## src/rtl/dma_line_ctrl.sv

```systemverilog
// dma_line_ctrl: disk-to-main-memory DMA engine, one line per disk read / memory write pair.
module dma_line_ctrl #(
    parameter int unsigned LINE_BYTES = 32,
    parameter int unsigned MEM_AW     = 15
) (
    input  logic                    clk,
    input  logic                    rst_n,
    input  logic                    reg_wr_en,
    input  logic                    reg_rd_en,
    input  logic [3:0]              reg_addr,
    input  logic [31:0]             reg_wdata,
    output logic [31:0]             reg_rdata,
    output logic                    disk_rd_req,
    output logic [31:0]             disk_addr,
    input  logic                    disk_rd_ack,
    input  logic [LINE_BYTES*8-1:0] disk_rdata,
    output logic                    mem_wr_req,
    output logic [MEM_AW-1:0]       mem_addr,
    output logic [LINE_BYTES*8-1:0] mem_wdata,
    input  logic                    mem_wr_ack,
    output logic                    dma_busy,
    output logic                    dma_done_irq
);
    localparam int unsigned       LW             = LINE_BYTES * 8;
    localparam logic [31:0]       DISK_LINE_MASK = ~32'(LINE_BYTES - 1);
    localparam logic [MEM_AW-1:0] MEM_LINE_MASK  = ~MEM_AW'(LINE_BYTES - 1);

    typedef enum logic [1:0] {S_IDLE, S_DISK_RD, S_MEM_WR, S_DONE} state_t;

    state_t            r_state;
    state_t            w_state_nxt;
    logic [31:0]       r_disk_addr;
    logic [MEM_AW-1:0] r_mem_addr;
    logic [15:0]       r_tsize;
    logic              r_done;
    logic [31:0]       r_cur_disk;
    logic [MEM_AW-1:0] r_cur_mem;
    logic [11:0]       r_lines;
    logic [LW-1:0]     r_buf;
    logic [31:0]       r_rdata;

    logic              w_idle;
    logic              w_start;
    logic              w_disk_fire;
    logic              w_mem_fire;
    logic [16:0]       w_tsize_round;
    logic [11:0]       w_lines_init;

    assign w_idle        = (r_state == S_IDLE);
    assign w_start       = reg_wr_en && (reg_addr == 4'hC) && reg_wdata[0] && w_idle && (r_tsize != '0);
    assign w_tsize_round = {1'b0, r_tsize} + 17'(LINE_BYTES - 1);
    assign w_lines_init  = 12'(w_tsize_round >> $clog2(LINE_BYTES));

    assign disk_addr = r_cur_disk;
    assign mem_addr  = r_cur_mem;
    assign mem_wdata = r_buf;
    assign reg_rdata = r_rdata;

    // State register.
    always_ff @(posedge clk or negedge rst_n) begin
        if (!rst_n) r_state <= S_IDLE;
        else        r_state <= w_state_nxt;
    end

    // Next-state logic and state-decoded outputs.
    always_comb begin
        w_state_nxt  = r_state;
        disk_rd_req  = 1'b0;
        mem_wr_req   = 1'b0;
        dma_busy     = 1'b1;
        dma_done_irq = 1'b0;
        w_disk_fire  = 1'b0;
        w_mem_fire   = 1'b0;
        case (r_state)
            S_IDLE: begin
                dma_busy = 1'b0;
                if (w_start) w_state_nxt = S_DISK_RD;
            end
            S_DISK_RD: begin
                disk_rd_req = 1'b1;
                w_disk_fire = disk_rd_ack;
                if (disk_rd_ack) w_state_nxt = S_MEM_WR;
            end
            S_MEM_WR: begin
                mem_wr_req = 1'b1;
                w_mem_fire = mem_wr_ack;
                if (mem_wr_ack) w_state_nxt = (r_lines == 12'd1) ? S_DONE : S_DISK_RD;
            end
            S_DONE: begin
                dma_done_irq = 1'b1;
                w_state_nxt  = S_IDLE;
            end
            default: w_state_nxt = S_IDLE;
        endcase
    end

    // Programming registers; writes are only accepted while idle.
    always_ff @(posedge clk or negedge rst_n) begin
        if (!rst_n) begin
            r_disk_addr <= '0;
            r_mem_addr  <= '0;
            r_tsize     <= '0;
            r_done      <= 1'b0;
        end else begin
            if (reg_wr_en && w_idle) begin
                case (reg_addr)
                    4'h0:    r_disk_addr <= reg_wdata;
                    4'h4:    r_mem_addr  <= reg_wdata[MEM_AW-1:0];
                    4'h8:    r_tsize     <= reg_wdata[15:0];
                    default: ;
                endcase
            end
            if (w_start)                 r_done <= 1'b0;
            else if (r_state == S_DONE)  r_done <= 1'b1;
        end
    end

    // Transfer datapath: running addresses, remaining line count and line buffer.
    always_ff @(posedge clk or negedge rst_n) begin
        if (!rst_n) begin
            r_cur_disk <= '0;
            r_cur_mem  <= '0;
            r_lines    <= '0;
            r_buf      <= '0;
        end else begin
            if (w_start) begin
                r_cur_disk <= r_disk_addr & DISK_LINE_MASK;
                r_cur_mem  <= r_mem_addr & MEM_LINE_MASK;
                r_lines    <= w_lines_init;
            end
            if (w_disk_fire) r_buf <= disk_rdata;
            if (w_mem_fire) begin
                r_lines    <= r_lines - 12'd1;
                r_cur_disk <= r_cur_disk + 32'(LINE_BYTES);
                r_cur_mem  <= r_cur_mem + MEM_AW'(LINE_BYTES);
            end
        end
    end

    // Registered read port; holds its value when no read is requested.
    always_ff @(posedge clk or negedge rst_n) begin
        if (!rst_n) begin
            r_rdata <= '0;
        end else if (reg_rd_en) begin
            case (reg_addr)
                4'h0:    r_rdata <= r_disk_addr;
                4'h4:    r_rdata <= 32'(r_mem_addr);
                4'h8:    r_rdata <= {16'h0, r_tsize};
                4'hC:    r_rdata <= {30'h0, r_done, dma_busy};
                default: r_rdata <= '0;
            endcase
        end
    end

endmodule

```

## config.mk

```make
export PLATFORM = sky130hd
export DESIGN_NAME = dma_line_ctrl
export DESIGN_NICKNAME = d
export VERILOG_FILES = /design/src/rtl/dma_line_ctrl.sv
export SDC_FILE = /design/constraint.sdc
export NUM_CORES = 1
export LEC_CHECK = 0
export CORE_AREA = 4 4 244 246
export CTS_CLUSTER_SIZE = 8
export DETAILED_ROUTE_END_ITERATION = 8
export DIE_AREA = 0 0 248 250
export HOLD_SLACK_MARGIN = 0.15
export PLACE_DENSITY = 0.56
export RECOVER_POWER = 25
export SLEW_MARGIN = 10
export SYNTH_ARGS = -nofsm -noshare
export SYNTH_HDL_FRONTEND = slang
export SYNTH_SLANG_ARGS = --single-unit
```

## constraint.sdc

```tcl
create_clock -name clk -period 3 [get_ports clk]
set_clock_uncertainty 0.2 [all_clocks]
set_input_delay 0.3 -clock clk [delete_from_list [all_inputs] [get_ports clk]]
set_output_delay 0.3 -clock clk [all_outputs]
set_load 0.02 [all_outputs]
```

==> results of run 1 <==
synth_stat cells (6+ instances only):
master | instances | area share
a211oi_1 | 6 | 0.0027
a21oi_1 | 30 | 0.0091
a221o_1 | 7 | 0.0042
a221oi_1 | 8 | 0.0042
a31oi_1 | 8 | 0.0030
and3_1 | 14 | 0.0053
buf_4 | 14 | 0.0064
clkbuf_1 | 47 | 0.011
dfrtp_1 | 403 | 0.61
inv_1 | 41 | 0.0093
mux2_2 | 320 | 0.22
mux2i_1 | 16 | 0.0097
nand2_1 | 46 | 0.010
nand3_1 | 24 | 0.0073
nand4_1 | 6 | 0.0023
nor2_1 | 46 | 0.010
nor3_1 | 23 | 0.0070
nor4_1 | 7 | 0.0027
o211ai_1 | 9 | 0.0041
o21ai_0 | 26 | 0.0079
o221a_2 | 7 | 0.0048
o22ai_1 | 16 | 0.0061
or3_1 | 6 | 0.0023
xnor2_1 | 6 | 0.0032
worst reg2reg max path, delay by kind of cell (launching register included):
kind,cells,cell delay (ps)
and+or+nand+nor,3,1080
AOI/OAI and AO/OA,2,720
buffers and inverters,1,240
DFF,1,390
power breakdown:
part           internal, mW  total [mW]  leakage (nW)  switching (mW)
logic                  6.34        12.1          6.10            5.72
clock network          3.48        5.78         0.752            2.30
registers              7.92        9.84          5.00            1.92
total                  17.7        27.7          11.9            9.94
final timing paths:
check | from | endpoint | slack, ps | depth (start not counted)
worst max-delay path | r_tsize[4]$_DFFE_PN0P_ | disk_addr[14]$_DFFE_PN0P_ | 230 | 6
worst min-delay path | reg_wdata[21] | r_disk_addr[21]$_DFFE_PN0P_ | 190 | 2
worst max register to register | r_tsize[4]$_DFFE_PN0P_ | disk_addr[14]$_DFFE_PN0P_ | 230 | 6
worst min register to register | mem_wdata[129]$_DFFE_PN0P_ | mem_wdata[129]$_DFFE_PN0P_ | 300 | 1
max in group asynchronous | rst_n | mem_wdata[101]$_DFFE_PN0P_ | 440 | 3
min in group asynchronous | rst_n | mem_wdata[242]$_DFFE_PN0P_ | 380 | 2
cell families (layout without fill, tap and decap cells):
kind of cell	count (synthesis)	in the layout	synth area share
DFF	403	403	0.610
AOI/OAI and AO/OA	147	147	0.0621
other	1	15	0.000227
xor gates and xnor gates	10	10	0.00530
and+or+nand+nor	200	200	0.0603
adders and majority gates	4	4	0.00303
buffers and inverters	113	1040	0.0309
muxes	336	336	0.228
registers in the layout, summed over array words and instances, names as in the netlist, 10 cells and up:
signal / cells
disk_addr: 27
mem_addr: 10
mem_wdata: 256
r_disk_addr: 32
r_lines: 12
r_mem_addr: 15
r_tsize: 16
reg_rdata: 32
layout make-up:
cell class	count	share of cell area
clock buffer	60	0.0524
inverter	41	0.00549
clock inverter	4	0.00201
sequential	403	0.360
multi-input combinational	707	0.213
tap	765	0.0341
antenna	5	0.000446
timing repair buffer	935	0.333
placed cells by master (no fill, tap or decap), types with 4 or more instances in the layout:
master and instances:
o22ai_1 16, conb_1 10, mux2i_1 16, and3_1 14, nor4_1 7, xor2_1 4
a221oi_1 8, nor2_1 46, dlygate4sd3_1 261, a311oi_1 5, nand4_1 6, o21ai_0 26
clkbuf_1 6, inv_1 41, nand2b_1 5, a31oi_1 8, a211oi_1 6, or3_1 6
a221o_1 7, dfrtp_1 403, a21oi_1 30, nand2_1 45, nand3_1 24, diode_2 5
clkdlybuf4s50_1 625, xnor2_1 6, o211ai_1 9, o32ai_1 4, and4_1 5, clkbuf_16 58
ha_1 4, mux2_2 320, o221a_2 7, buf_4 30, nor3_1 23, buf_12 10
layer usage:
metal	wire (µm)	global-route usage
met5	48	0
met1	24300	0.235
met4	1940	0.0653
met2	32000	0.345
met3	5390	0.0669
metrics by stage:
step	instances	total power, mW	instance area [µm²]	hold WS [ps]
2_1_floorplan	1223	15.2	16600	-196
3_3_place_gp	2590	21.5	24000	195
3_5_place_dp	2590	21.7	24000	214
4_1_cts	2915	28.0	28100	150
5_1_grt	2920	29.1	28000	163
6_report	2920	27.7	28000	191
==> results.json, run 1 <==
{
  "finalWorstSetupSlack_ps": 231,
  "setup_viol": 0,
  "fill_cells": 5017,
  "cp_slowest_cell": "or4_4",
  "hold_viol_final": 0,
  "fin_setup_tns_ps": 0,
  "dr_total_vias": 13619,
  "cts_root_buffer": "clkbuf_16",
  "netlist_area_um2": 16500,
  "synth_area_per_cell_um2": 13.6,
  "drv_cap": 0,
  "maxSlewViolCount": 0,
  "gp_congestion": 0.872,
  "die_y_um": 250,
  "grt_start_max_net_pins": 89,
  "synth-seq-cells": 403,
  "grt_pass1_vias": 15042,
  "areaGrowthSynthToFinish_pct": 69.7,
  "io_buffers": 626,
  "critPathMaxStageDelay_ps": 550,
  "cts_max_level": 2,
  "slew-limit-headroom": 0.0741,
  "finalCritPeriodShare": 0.923,
  "start_util": 0.288,
  "hp-class": "in -> reg",
  "worstPathMaxFanout": 27,
  "post_cts_buffers": 0,
  "antenna_found_initial": 9,
  "powerDensity_nw_per_um2": 987,
  "fp.dieW_um": 248,
  "vias_per_cell": 4.66,
  "num_rows": 88,
  "synth_ff_type": "dfrtp_1",
  "fmax_mhz": 361,
  "clock_latency_ps": 590,
  "drtAntennaViolNets": 0,
  "numCtsBuffers": 57,
  "cts.sinks": 403,
  "status": "finished clean",
  "grt_overflow": 0,
  "worstMarginPinSlew_ps": 1390,
  "fin_util": 0.489,
  "cp.required_ps": 3240,
  "core-area_um2": 57400,
  "drtPass1Iterations": 5,
  "drc_errors": 0,
  "leakagePower_nw": 11.9,
  "crit_type": "reg -> reg",
  "min_period_ps": 2770,
  "rsz0062_at_grt": "false",
  "register_area_um2": 10100,
  "grt_pass1_wl_mm": 94.9,
  "synth_async_sr_flop_share": 1.00,
  "worst-path-buf-inv": 1,
  "ys_types": 59,
  "cts_hold_buffers": 261,
  "cts_resized": 0,
  "irDropWorstVdd_v": 0.000628,
  "cts_tree": "built",
  "die_area_um2": 62000,
  "drive_gt1_frac": 0.207,
  "multiInputGateArea_um2": 5980,
  "clkTransAtPathRegs_ps": 50,
  "ys_seq_area_frac": 0.610,
  "hpwl_mm": 47.0,
  "arrival_ps": 3010,
  "cp-end-kind": "flop",
  "cp_top_family": "simple AND/OR/NAND/NOR gates",
  "path_cells": "or4_4, or2_0, o211a_4, buf_4, a311oi_1, nor3_1",
  "ys_warn_count": 0,
  "synth_edf_count": 0,
  "clockBufferDepth": 3,
  "postSynthCellCount": 1214,
  "post-place-ws_ps": 269,
  "grt_usage": 0.201,
  "io-pin-count": 637,
  "layout.nets": 2447,
  "drtIter0Drc": 721,
  "wirelength_mm": 63.8,
  "wl_per_cell_um": 21.8,
  "crit_path_start_kind": "flop"
}
Power figures use the tool's default switching activity.
==> run 2: changes to the inputs <==
--- a/constraint.sdc
+++ b/constraint.sdc
@@ -4,2 +4,2 @@
 set_output_delay 0.3 -clock clk [all_outputs]
-set_load 0.02 [all_outputs]
+set_load 0.1 [all_outputs]
==> run 2 against run 1 <==
Compared with the run above:
- non-clock buffer count is 7 lower
- register-to-register slack improved by 190 ps
- count of clock-buffer cells in the layout is 1 higher
- largest cell class unchanged
==> results.json, run 2 (same netlist as run 1, synthesis figures left out) <==
{
  "status": "finished clean",
  "gp_congestion": 0.874,
  "grt_pass1_wl_mm": 91.7,
  "post_cts_buffers": 0,
  "wirelength_mm": 61.6,
  "clkTransAtPathRegs_ps": 50,
  "crit_type": "reg -> reg",
  "arrival_ps": 2850,
  "hpwl_mm": 45.7,
  "cp.required_ps": 3260,
  "min_to": "mem_wdata[99]$_DFFE_PN0P_",
  "die_area_um2": 62000,
  "hold_depth": 2,
  "fmax_mhz": 387,
  "fp.dieW_um": 248,
  "worstMarginPinSlew_ps": 1300,
  "num_rows": 88,
  "r2r_cells": 6,
  "drtIter0Drc": 661,
  "io_buffers": 626,
  "cts_hold_buffers": 260,
  "rsz0062_at_grt": "false",
  "final_cell_mix": "403 x dfrtp_1, 320 x mux2_2, 295 x clkdlybuf4s50_1",
  "worstReg2RegStart": "r_tsize[4]$_DFFE_PN0P_",
  "cts_tree": "built",
  "drive_gt1_frac": 0.297,
  "grt_start_max_net_pins": 89,
  "grt_usage": 0.193,
  "die_y_um": 250,
  "numCtsBuffers": 57,
  "cp-end-kind": "flop",
  "layout.nets": 2440,
  "r2r-end": "disk_addr[13]$_DFFE_PN0P_",
  "setup_viol": 0,
  "hold_viol_final": 0,
  "drc_errors": 0,
  "areaGrowthSynthToFinish_pct": 61.8,
  "slew-limit-headroom": 0.135,
  "maxSlewViolCount": 0,
  "drv_cap": 0,
  "fill_cells": 5264,
  "core-area_um2": 57400,
  "start_util": 0.288,
  "dr_total_vias": 13567,
  "final_common_cell": "dfrtp_1",
  "worstPathMaxFanout": 47,
  "cts_max_level": 2,
  "antenna_found_initial": 5,
  "hp-start": "disk_rdata[99]",
  "ff2ff_setup_slack_ps": 420,
  "wl_per_cell_um": 21.1,
  "fin_setup_tns_ps": 0,
  "grt_overflow": 0,
  "finalCritPeriodShare": 0.861,
  "io-pin-count": 637,
  "cts_resized": 0,
  "drtPass1Iterations": 5,
  "crit_path_start_kind": "flop",
  "clock_latency_ps": 580,
  "largest_register_ffs": 256,
  "drtAntennaViolNets": 0,
  "hp-class": "in -> reg",
  "vias_per_cell": 4.66,
  "grt_pass1_vias": 14909,
  "min_period_ps": 2580,
  "clockBufferDepth": 3,
  "cts.sinks": 403,
  "cts_root_buffer": "clkbuf_16"
}
==> run 2: how the worst max path moves through the flow <==
stage / start / to / slack, ps
after floorplan: r_state[0]$_DFFE_PN0P_ / mem_wdata[216]$_DFFE_PN0P_ / 350
after global placement: reg_addr[2] / disk_addr[8]$_DFFE_PN0P_ / 350
after detailed placement: reg_addr[2] / r_lines[6]$_DFFE_PN0P_ / 310
after CTS: r_tsize[4]$_DFFE_PN0P_ / disk_addr[13]$_DFFE_PN0P_ / 410
after global routing: r_tsize[4]$_DFFE_PN0P_ / disk_addr[13]$_DFFE_PN0P_ / 350
final: r_tsize[4]$_DFFE_PN0P_ / disk_addr[13]$_DFFE_PN0P_ / 420
==> run 2: area by class of cell <==
class                   count  area, µm²  share of cell area
multi-input cells         707       5980               0.224
flip-flops and latches    403      10100               0.377
repair buffers            928       7990               0.299
diodes                      4       10.0            0.000374
inverters                  41        154             0.00576
well taps                 765        957              0.0358
clock inverters             4       73.8             0.00276
clock buffers              61       1480              0.0555
==> run 2: critical path, cell delays in order, from the launching register on <==
cell and delay (ps):
dfrtp_1 390, or4_4 550, or2_0 360, o211ai_4 260
buf_12 260, nand2_2 150, o221a_2 270
==> run 2: metal layers <==
layer	share of wire	global-route usage
met4	0.037	0.0729
met5	0	0
met3	0.067	0.0484
met2	0.52	0.345
met1	0.38	0.220
==> run 2: stage by stage <==
step                 util  hold WS (ps)  setup WS (ps)  instances  cell area [µm²]
floorplan               -          -196            347       1223            16600
global placement    0.402           176            354       2583            23100
detailed placement  0.402           181            309       2583            23100
CTS                 0.475           157            411       2908            27200
global route        0.466           176            349       2913            26700
finish              0.466           204            418       2913            26700
Power of run 2 is not shown: default switching activity piles up to over one toggle a cycle in this logic, so the estimate is an artifact.
==> run 3: changes to the inputs <==
--- a/config.mk
+++ b/config.mk
@@ -7,6 +7,6 @@
 export LEC_CHECK = 0
-export CORE_AREA = 4 4 244 246
+export CORE_AREA = 4 4 248 250
 export CTS_CLUSTER_SIZE = 8
 export DETAILED_ROUTE_END_ITERATION = 8
-export DIE_AREA = 0 0 248 250
+export DIE_AREA = 0 0 252 254
 export HOLD_SLACK_MARGIN = 0.15
==> constraint.sdc (replaced) <==
create_clock -name clk -period 2.25 [get_ports clk]
set_clock_uncertainty 0.2 [all_clocks]
set_input_delay 0.45 -clock clk [delete_from_list [all_inputs] [get_ports clk]]
set_output_delay 0.45 -clock clk [all_outputs]
set_load 0.1 [all_outputs]
==> run 3 against run 2 <==
Compared with the run above:
- the run now ends with setup timing left
- critical path depth did not move
- worst setup slack got worse by 520 ps
- via count fell by 3.6%
- global-route usage fell by 0.50 points
- first-iteration DRC count fell by 23%
- critical path type unchanged
- highest routed layer unchanged
- non-clock buffer count fell by 166
- fmax rose by 9.6%
==> results.json, run 3 (same netlist as run 1, synthesis figures left out) <==
{
  "grt_pass1_vias": 13950,
  "vias_per_cell": 4.74,
  "cts.sinks": 403,
  "num_rows": 89,
  "drtAntennaViolNets": 0,
  "cp_slowest_cell": "or4_4",
  "worstMarginPinSlew_ps": 1190,
  "io_buffers": 626,
  "drive_gt1_frac": 0.468,
  "rsz0062_at_grt": "true",
  "finalCritPeriodShare": 1.05,
  "core-area_um2": 59000,
  "maxSlewViolCount": 0,
  "slew-limit-headroom": 0.205,
  "hpwl_mm": 49.1,
  "fin_setup_tns_ps": -993,
  "layout.nets": 2273,
  "cp.required_ps": 2520,
  "cts_tree": "built",
  "cp_top_family": "simple AND/OR/NAND/NOR gates",
  "io-pin-count": 637,
  "crit_path_start_kind": "flop",
  "die_y_um": 254,
  "gp_congestion": 0.821,
  "cts_max_level": 2,
  "die_area_um2": 64000,
  "cts_root_buffer": "clkbuf_16",
  "final_common_cell": "dfrtp_1",
  "final_cell_mix": "378 x dfrtp_1, 355 x buf_4, 320 x mux2_2",
  "status": "finished, violations left",
  "clkTransAtPathRegs_ps": 50,
  "fp.dieW_um": 252,
  "hp-class": "in -> reg",
  "setup_viol": 26,
  "clock_latency_ps": 590,
  "cp-end-kind": "flop",
  "hold_viol_final": 0,
  "grt_pass1_wl_mm": 90.7,
  "finalWorstSetupSlack_ps": -105,
  "crit_type": "reg -> reg",
  "wirelength_mm": 63.3,
  "drtPass1Iterations": 7,
  "areaGrowthSynthToFinish_pct": 60.9,
  "antenna_found_initial": 8,
  "arrival_ps": 2630,
  "drtIter0Drc": 511,
  "drv_cap": 0,
  "critPathMaxStageDelay_ps": 540,
  "clockBufferDepth": 3,
  "violations": "setup timing",
  "start_util": 0.280,
  "largest_register_ffs": 256,
  "numCtsBuffers": 56,
  "grt_usage": 0.188,
  "dr_total_vias": 13075,
  "worstPathMaxFanout": 6,
  "wl_per_cell_um": 22.9,
  "min_period_ps": 2360,
  "path_cells": "or4_4, or2_4, o211a_4, buf_12, buf_8, a221o_1",
  "drc_errors": 0,
  "grt_start_max_net_pins": 80,
  "worst-path-buf-inv": 2,
  "fill_cells": 5415,
  "fmax_mhz": 425,
  "grt_overflow": 0
}
run 3: final cells by class:
class / instances / area (µm²) / area share
well taps: 773 / 967 / 0.0364
flip-flops and latches: 403 / 10100 / 0.381
inverters: 41 / 154 / 0.00579
repair buffers: 762 / 7490 / 0.282
clock inverters: 1 / 20.0 / 0.000753
clock buffers: 68 / 1470 / 0.0552
multi-input cells: 707 / 6360 / 0.239
diodes: 3 / 7.51 / 0.000282
run 3: worst paths after layout:
path / start / endpoint / slack [ps] / cells past startpoint
max reg2reg: r_tsize[1]$_DFFE_PN0P_ / disk_addr[8]$_DFFE_PN0P_ / -110 / 6
min in group asynchronous: rst_n / disk_addr[22]$_DFFE_PN0P_ / 430 / 3
min: disk_rdata[147] / mem_wdata[147]$_DFFE_PN0P_ / 270 / 2
min reg2reg: r_disk_addr[2]$_DFFE_PN0P_ / r_disk_addr[2]$_DFFE_PN0P_ / 300 / 1
max: r_tsize[1]$_DFFE_PN0P_ / disk_addr[8]$_DFFE_PN0P_ / -110 / 6
max in group asynchronous: rst_n / disk_addr[14]$_DFFE_PN0P_ / 270 / 3
run 3: per-layer routing:
layer	track usage	part of all wire	vias up
li1	-	-	5865
met1	0.210	0.36	6612
met2	0.353	0.55	503
met3	0.0549	0.073	95
met4	0.0399	0.019	0
met5	0	0	-
run 3: per-stage QoR:
step	util	setup WS [ps]	area, µm²	cells	hold WS (ps)
after CTS	0.448	-127	26400	2753	221
after detailed placement	0.416	-535	24500	2663	174
after global routing	0.450	-170	26600	2756	236
final	0.450	-105	26600	2758	270
after global placement	0.416	-514	24500	2663	177
after floorplan	-	-45.8	16600	1223	-45.6
run 3: what timing repair did:
action                     CTS  global route
buffers inserted            16             2
hold buffers                 3             0
resized for setup           46            49
pin swaps                   21            16
setup endpoints to repair   51            53
hold endpoints to repair   403             0
gates cloned                 2             0
Power of run 3 is left out for the same reason.
